`config.mk`:
```
export PLATFORM = sky130hd
export DESIGN_NAME = penc_rr_arbiter_4req_flat
export DESIGN_NICKNAME = d
export VERILOG_FILES = /design/src/rtl/penc_rr_arbiter_4req_if.sv /design/src/rtl/penc_rr_arbiter_4req.sv /design/src/flat_wrapper.sv
export SDC_FILE = /design/constraint.sdc
export NUM_CORES = 1
export LEC_CHECK = 0
export ABC_AREA = 1
export CAP_MARGIN = 15
export CORE_AREA = 2 2 48 50
export DETAILED_ROUTE_END_ITERATION = 10
export DIE_AREA = 0 0 50 52
export GPL_ROUTABILITY_DRIVEN = 1
export PLACE_DENSITY = 0.79
export SYNTH_ARGS = -nofsm -noshare
export SYNTH_HDL_FRONTEND = slang
export SYNTH_SLANG_ARGS = --single-unit
```
`constraint.sdc`:
```
create_clock -name clk -period 1.9 [get_ports clk]
set_input_delay 0.57 -clock clk [delete_from_list [all_inputs] [get_ports clk]]
set_output_delay 0.57 -clock clk [all_outputs]
set_load 0.01 [all_outputs]
```
`src/rtl/penc_rr_arbiter_4req_if.sv`:
```
// Request/grant bundle between four requesters and the round-robin arbiter.
// master = requester side, slave = arbiter side.
interface penc_rr_arbiter_4req_if;
  logic [3:0] req;
  logic [3:0] gnt;
  logic [1:0] gnt_idx;
  logic       gnt_val;

  modport master (output req, input gnt, gnt_idx, gnt_val);
  modport slave  (input req, output gnt, gnt_idx, gnt_val);
endinterface

```
`src/rtl/penc_rr_arbiter_4req.sv`:
```
// Four-way round-robin arbiter with a bounded grant hold time.
// Grant outputs are registered; release and re-arbitration happen on the same edge.
module penc_rr_arbiter_4req #(
  parameter int unsigned MAX_HOLD = 4  // legal range 1..15
) (
  input  logic                         clk,
  input  logic                         reset,
  penc_rr_arbiter_4req_if.slave        bus
);

  typedef enum logic {IDLE, BUSY} mode_t;

  localparam logic [3:0] HOLD_LIM = 4'(MAX_HOLD);

  mode_t      r_mode;
  logic [1:0] r_ptr;
  logic [1:0] r_cur;
  logic [3:0] r_cnt;
  logic [3:0] r_gnt;
  logic [1:0] r_gnt_idx;
  logic       r_gnt_val;

  mode_t      w_mode_nxt;
  logic [1:0] w_ptr_nxt;
  logic [1:0] w_cur_nxt;
  logic [3:0] w_cnt_nxt;
  logic       w_rel;
  logic [2:0] w_arb;

  // Returns {found, index}; offsets are scanned highest first so the
  // lowest offset from ptr is written last and wins.
  function automatic logic [2:0] f_arb(input logic [3:0] req, input logic [1:0] ptr);
    logic [2:0] res;
    logic [1:0] idx;
    res = '0;
    for (int k = 3; k >= 0; k--) begin
      idx = ptr + 2'(k);
      if (req[idx]) res = {1'b1, idx};
    end
    return res;
  endfunction

  always_comb begin
    // NOTE: every always_comb output gets a default first so no path leaves
    // it unassigned, which would otherwise infer a latch.
    w_mode_nxt = r_mode;
    w_cur_nxt  = r_cur;
    w_cnt_nxt  = r_cnt;
    w_rel      = (r_mode == BUSY) && (!bus.req[r_cur] || (r_cnt == HOLD_LIM));
    w_ptr_nxt  = w_rel ? r_cur + 2'd1 : r_ptr;
    // Arbitrate with the post-release pointer so handoff has no idle bubble.
    w_arb      = f_arb(bus.req, w_ptr_nxt);

    if ((r_mode == IDLE) || w_rel) begin
      if (w_arb[2]) begin
        w_mode_nxt = BUSY;
        w_cur_nxt  = w_arb[1:0];
        w_cnt_nxt  = 4'd1;
      end else begin
        w_mode_nxt = IDLE;
        w_cnt_nxt  = 4'd0;
      end
    end else begin
      w_cnt_nxt = r_cnt + 4'd1;
    end
  end

  always_ff @(posedge clk) begin
    // NOTE: sequential state uses non-blocking assignments so every register
    // samples pre-edge values regardless of statement order.
    if (reset) begin
      r_mode    <= IDLE;
      r_ptr     <= 2'd0;
      r_cur     <= 2'd0;
      r_cnt     <= 4'd0;
      r_gnt     <= 4'b0000;
      r_gnt_idx <= 2'd0;
      r_gnt_val <= 1'b0;
    end else begin
      r_mode    <= w_mode_nxt;
      r_ptr     <= w_ptr_nxt;
      r_cur     <= w_cur_nxt;
      r_cnt     <= w_cnt_nxt;
      r_gnt     <= (w_mode_nxt == BUSY) ? (4'b0001 << w_cur_nxt) : 4'b0000;
      r_gnt_idx <= (w_mode_nxt == BUSY) ? w_cur_nxt : 2'd0;
      r_gnt_val <= (w_mode_nxt == BUSY);
    end
  end

  assign bus.gnt     = r_gnt;
  assign bus.gnt_idx = r_gnt_idx;
  assign bus.gnt_val = r_gnt_val;

endmodule

```
`src/flat_wrapper.sv`:
```
// flat-port wrapper written by rule: the top's interface ports become plain ports
module penc_rr_arbiter_4req_flat 
#(
  parameter int unsigned MAX_HOLD = 4                      
)
  (clk, reset, bus_req, bus_gnt, bus_gnt_idx, bus_gnt_val);
  penc_rr_arbiter_4req_if bus_i ();
  input  logic clk;
  input  logic reset;
  input wire logic [$bits(bus_i.req)-1:0] bus_req;
  output wire logic [$bits(bus_i.gnt)-1:0] bus_gnt;
  output wire logic [$bits(bus_i.gnt_idx)-1:0] bus_gnt_idx;
  output wire logic [$bits(bus_i.gnt_val)-1:0] bus_gnt_val;
  assign bus_i.req = bus_req;
  assign bus_gnt = bus_i.gnt;
  assign bus_gnt_idx = bus_i.gnt_idx;
  assign bus_gnt_val = bus_i.gnt_val;
  penc_rr_arbiter_4req #(.MAX_HOLD(MAX_HOLD)) u_core (.clk(clk), .reset(reset), .bus(bus_i));
endmodule
```
## After elaboration in Yosys (flattened, before gate mapping)

Index checks and enable logic that the tools add are counted.

- Add/subtract/negate cells: 5
- $mul: 0
- Divide/modulo/power cells: 0
- Magnitude comparators: 5
- Equal/unequal tests: 1
- Shift operators: 1
- Muxes and demuxes: 21
- Bitwise gates (word level): 2
- Reductions and logical operators: 5

Operators with widths:

| cell | count |
|---|---|
| $lt A2 B3 Y1 const B | 5 |
| $mux W3 | 4 |
| $bmux W1 S2 | 5 |
| $mux W1 | 8 |
| $mux W2 | 3 |
| $add A2 B1 Y2 const B | 2 |
| $add A2 B2 Y2 const B | 2 |
| $add A4 B1 Y4 const B | 1 |
| $eq A4 B3 Y1 const B | 1 |
| $mux W4 | 1 |
| $shl A1 B2 Y4 const A | 1 |
| $logic_or A1 B1 Y1 | 2 |
| $not A1 Y1 | 2 |
| $reduce_or A2 Y1 | 1 |
| $logic_and A1 B1 Y1 | 1 |
| $logic_not A1 Y1 | 1 |

- Register bits: 15
- Latch bits: 0
- Bits in writable memories: 0
- Memory bits (read-only): 0
- Bits of input ports: 6
- Output and inout bits: 7
- Memories kept: 0

## Depth between registers and ports, before layout

- Depth after elaboration: 17
- Mapped depth: 20

## Worst setup path after synthesis

Ideal clock, no wire load.

- Path kind: input-to-reg
- Start point: input bus_req[1]
- End point: register u_core.r_gnt[3], in the netlist u_core.bus.gnt[3]
- Library setup time: 64 ps
- Arrival: 1962 ps
- Required time: 1836 ps
- Path slack: -126 ps
- Stages on the path: 19
- Cell sequence: inv_1 > nand2_1 > nand3_1 > nand2_2 > nand2_4 > nand2_4 > nand2_1 > nand2_1 > nand2_1 > nand2_2 > nand2_2 > nand2_2 > nor2_4 > nand2_2 > nand2_2 > nand2_1 > nand2_2 > nand2_2 > nor2_1

- Longest elaborated chain between the ends: 17
- Elaborated cells on any way between the ends: 29
- Classes of those cells: add/sub: 3; shift: 1; mux: 19; bitwise: 1; reduce/logical: 5

Ends and longest elaborated chain:

| what | line | text |
|---|---|---|
| from (decl) | flat_wrapper.sv:10 | `input wire logic [$bits(bus_i.req)-1:0] bus_req;` |
| $bmux W1 S2 | penc_rr_arbiter_4req.sv:49 | `w_rel = (r_mode == BUSY) && (!bus.req[r_cur] \|\| (r_cnt == HOLD_LIM));` |
| $mux W1 (implied by the code) | penc_rr_arbiter_4req.sv:49 |  |
| $logic_not A1 Y1 | penc_rr_arbiter_4req.sv:49 |  |
| $logic_or A1 B1 Y1 | penc_rr_arbiter_4req.sv:49 |  |
| $logic_and A1 B1 Y1 | penc_rr_arbiter_4req.sv:49 |  |
| $mux W2 | penc_rr_arbiter_4req.sv:50 | `w_ptr_nxt = w_rel ? r_cur + 2'd1 : r_ptr;` |
| $add A2 B2 Y2 | penc_rr_arbiter_4req.sv:37 | `idx = ptr + 2'(k);` |
| $bmux W1 S2 | penc_rr_arbiter_4req.sv:38 | `if (req[idx]) res = {1'b1, idx};` |
| $mux W1 (implied by the code) | penc_rr_arbiter_4req.sv:38 |  |
| $mux W3 (4 in series) | penc_rr_arbiter_4req.sv:38 |  |
| $mux W1 | penc_rr_arbiter_4req.sv:55 | `if (w_arb[2]) begin` |
| $mux W1 | penc_rr_arbiter_4req.sv:54 | `if ((r_mode == IDLE) \|\| w_rel) begin` |
| $not A1 Y1 (no line) | - |  |
| $reduce_or A2 Y1 (no line) | - |  |
| to (signal assigned) | penc_rr_arbiter_4req.sv:84 | `r_gnt <= (w_mode_nxt == BUSY) ? (4'b0001 << w_cur_nxt) : 4'b0000;` |
| to (decl) | penc_rr_arbiter_4req.sv:19 | `logic [3:0] r_gnt;` |

Several ways; a longest one is shown, not always the timed one. The select of a mux whose other input is x is not followed.
A chain may end at the register's enable or synchronous reset.

## Worst setup path in the final report

- Start point: input bus_req[0]
- End point: register u_core.r_gnt[1], in the netlist u_core.bus.gnt[1]

The elaborated chain is that of the path after synthesis.

==> results.md <==
- Clk sinks: 15
- Critical path depth in cells: 18
- Multi-input logic area: 875 sq um
- Row count: 17
- Wire length per cell: 14.5 um
- Max Slew Vio Count: 0
- WP buf/inv: 9
- Pre-antenna DRT Iters: 4
- First DRT Iteration DRCs: 14
- Initial antenna violation count: 0
- Clock Skews: 6.88 ps
- Status: finished with violations
- Initial Util: 0.439
- Worst Hold Class: flip-flop to flip-flop
- Vias: 1068
- Num CTS Buffers: 3
- Final ANT Viol Nets: 0
- Synth Net Count: 142
- Netlist cell types: 18
- Startpoint Class: primary input
- GRT Overall Usage: 0.234
- Final Util: 0.815
- Post-route worst setup slack: -323 ps
- DR vias/cell: 5.04
- Hold path depth: 2
- Layout cells sized above 1: 0.663
- Area Overhead vs Synth: 85.9%
- Reg area: 310 sq um
- Root Buffer Master: clkbuf_4
- Post-Place Setup Slack: -914 ps
- Unrepaired setup endpoints after global routing: yes
- Slew headroom: 0.749
- Crit Path Max Fanout: 4
- Final Hold Violating Endpoints: 0
- IO buf count: 12
- Chip height: 52 um
- Hold Path Origin: u_core.r_cnt[3]$_SDFF_PP0_
- Ant. Diodes: 0
- Largest net degree at the start of global routing: 9
- Final wirelength: 3.07 mm
- CTS tree: done
- Synth Register Bits: 15
- H-tree depth: 1
- Placed instance area: 0.00128 sq mm
- Setup violations, final: 13
- Violated checks: setup timing
- Crit share post-route: 1.17
- Final #Nets: 193
- Yosys warns: 0
- WS Path Type: primary input to flip-flop
- CP Capture Type: flip-flop
- R2R Path Start: u_core.r_cnt[1]$_SDFF_PP0_
- Post-route minimum period: 2220 ps
- Dpl hpwl: 1.67 mm
- R2R depth: 18
- Syn avg cell area: 6.89 sq um
- Clock transition at path regs: 90 ps
- Die span in x: 50 um
- Worst path slowest cell: nand3_1
- Crit path from: bus_req[0]
- Fillcell total: 109
- Crit path required time: 2140 ps
- Total global routing overflow: 0
- Seq/Total Area, Yosys: 0.325
- Worst-path cell chain: buf_6 -> buf_6 -> inv_12 -> nand2_4 -> nand3_2 -> nand2_2 -> buf_4 -> buf_4 -> buf_4 -> buf_4 -> buf_4 -> nand3_1 -> inv_1 -> a21oi_2 -> nand2_2 -> nand2_4 -> nand2_4 -> nor2_4
- Delay-heaviest family, CP: buffers and inverters
- Drt drc: 0
- Fmax: 450 MHz
- DP Cell Count: 191
- Die Area: 0.00260 sq mm
- CP dominant cell by count: buf_4
- Ports: 13
- Final Cell Area: 0.00172 sq mm
- Global-route wire length before repair: 4.69 mm
- Post-synthesis instance area: 923 sq um
- Clock Path Buffers: 2
- Tightest Pin Transition: 375 ps
- Max incr delay on CP: 190 ps
- Maxcap violations: 0
- Synth Instances: 134
- Vias in the first global route: 1067
- Core area: 0.00211 sq mm
- Non-Filler Instances: 212
- Clock latency on the worst-skew pair: 300 ps
- GPL Wtd Cong: 0.876
- Crit path arrival time: 2460 ps
## layout make-up
class / instances / area share
sequential: 15 / 0.181
inverter: 19 / 0.0547
tap: 28 / 0.0204
multi-input combinational: 100 / 0.509
clock buffer: 4 / 0.0153
timing repair buffer: 46 / 0.219
## registers in the layout, indices dropped and copies added (netlist names)
register / count
u_core.bus.gnt_idx: 2
u_core.r_cnt: 4
u_core.r_cur: 2
u_core.r_mode: 1
u_core.r_ptr: 2
u_core.bus.gnt: 4
## cells in the final DEF (no fill, tap or decap)
cell type / instances
o22ai_1: 1
dfxtp_4: 2
nand3b_1: 2
nand2_1: 9
xor2_1: 1
dfxtp_1: 11
buf_2: 3
a21oi_2: 1
a21oi_1: 1
inv_4: 2
ha_1: 1
clkbuf_4: 3
nand2_2: 16
xnor2_1: 2
nor2_2: 2
nor2_1: 9
inv_2: 5
or2_2: 1
nand3_1: 6
nand2_4: 26
dfxtp_2: 2
buf_4: 30
inv_12: 1
clkdlybuf4s50_1: 8
a21oi_4: 1
inv_6: 1
nor2_4: 4
clkbuf_1: 1
nand3_4: 2
inv_1: 10
nand2_8: 3
ha_4: 1
nand3_2: 11
buf_6: 5
## path summary, 6_finish.rpt
kind	endpoint	slack, ps
max	u_core.bus.gnt[1]$_SDFF_PP0_	-320
min	u_core.r_cnt[3]$_SDFF_PP0_	540
max reg2reg	u_core.bus.gnt[1]$_SDFF_PP0_	-310
min reg2reg	u_core.r_cnt[3]$_SDFF_PP0_	540
## cell families after synthesis
| kind of cell | share of synthesized area |
|---|---|
| and+or+nand+nor | 0.515 |
| DFF | 0.325 |
| buffers and inverters | 0.0772 |
| AOI/OAI and AO/OA | 0.0271 |
| xor gates and xnor gates | 0.0285 |
| adders and majority gates | 0.0271 |
## what timing repair did
item                       4_1_cts  5_1_grt
gates resized for setup         45       44
pin swaps                       25       29
setup buffers                   12        5
hold endpoints to repair         0        0
hold buffers                     0        0
setup endpoints to repair       11       14
## cell usage after synthesis
cell type  number  share of area
nand2_1        34           0.14
inv_1          18          0.073
nand2_2        16           0.11
nand3_1        16          0.087
dfxtp_1        15           0.33
nor2_1         13          0.053
nand2_4         4          0.049
nand3_2         3          0.033
a21oi_1         2          0.011
ha_1            2          0.027
nand3b_1        2          0.016
nor2_4          2          0.024
xnor2_1         2          0.019
a21oi_2         1         0.0095
inv_2           1         0.0041
o22ai_1         1         0.0068
or2_2           1         0.0068
xor2_1          1         0.0095
## worst register-to-register path, cell delays in order (launching register included)
cell	delay (ps)
dfxtp_2	340
inv_2	60
ha_4	120
nand3b_1	150
nand2_4	190
nand2_8	100
nand2_8	110
nand2_8	90
nand2_2	100
nand2_4	70
nand2_2	80
nand2_4	60
nor2_4	150
nand2_2	110
nand2_4	120
nand2_4	90
nand2_4	80
nand2_4	70
nor2_4	80
## metrics by stage
step                      TNS [ps]  hold slack [ps]
final                        -2760              539
after global routing         -3860              581
after CTS                    -1240              543
after detailed placement     -9320              517
after global placement       -8230              498
after floorplan               -462              482
## metal layers
| layer | GRT usage | share of wire | vias to the layer above |
|---|---|---|---|
| li1 | - | - | 512 |
| met1 | 0.265 | 0.41 | 515 |
| met2 | 0.441 | 0.53 | 29 |
| met3 | 0.0489 | 0.030 | 12 |
| met4 | 0.0556 | 0.029 | 0 |
| met5 | 0 | 0 | - |
Power is not shown: default switching activity piles up to over one toggle a cycle in this logic, so the estimate is an artifact.
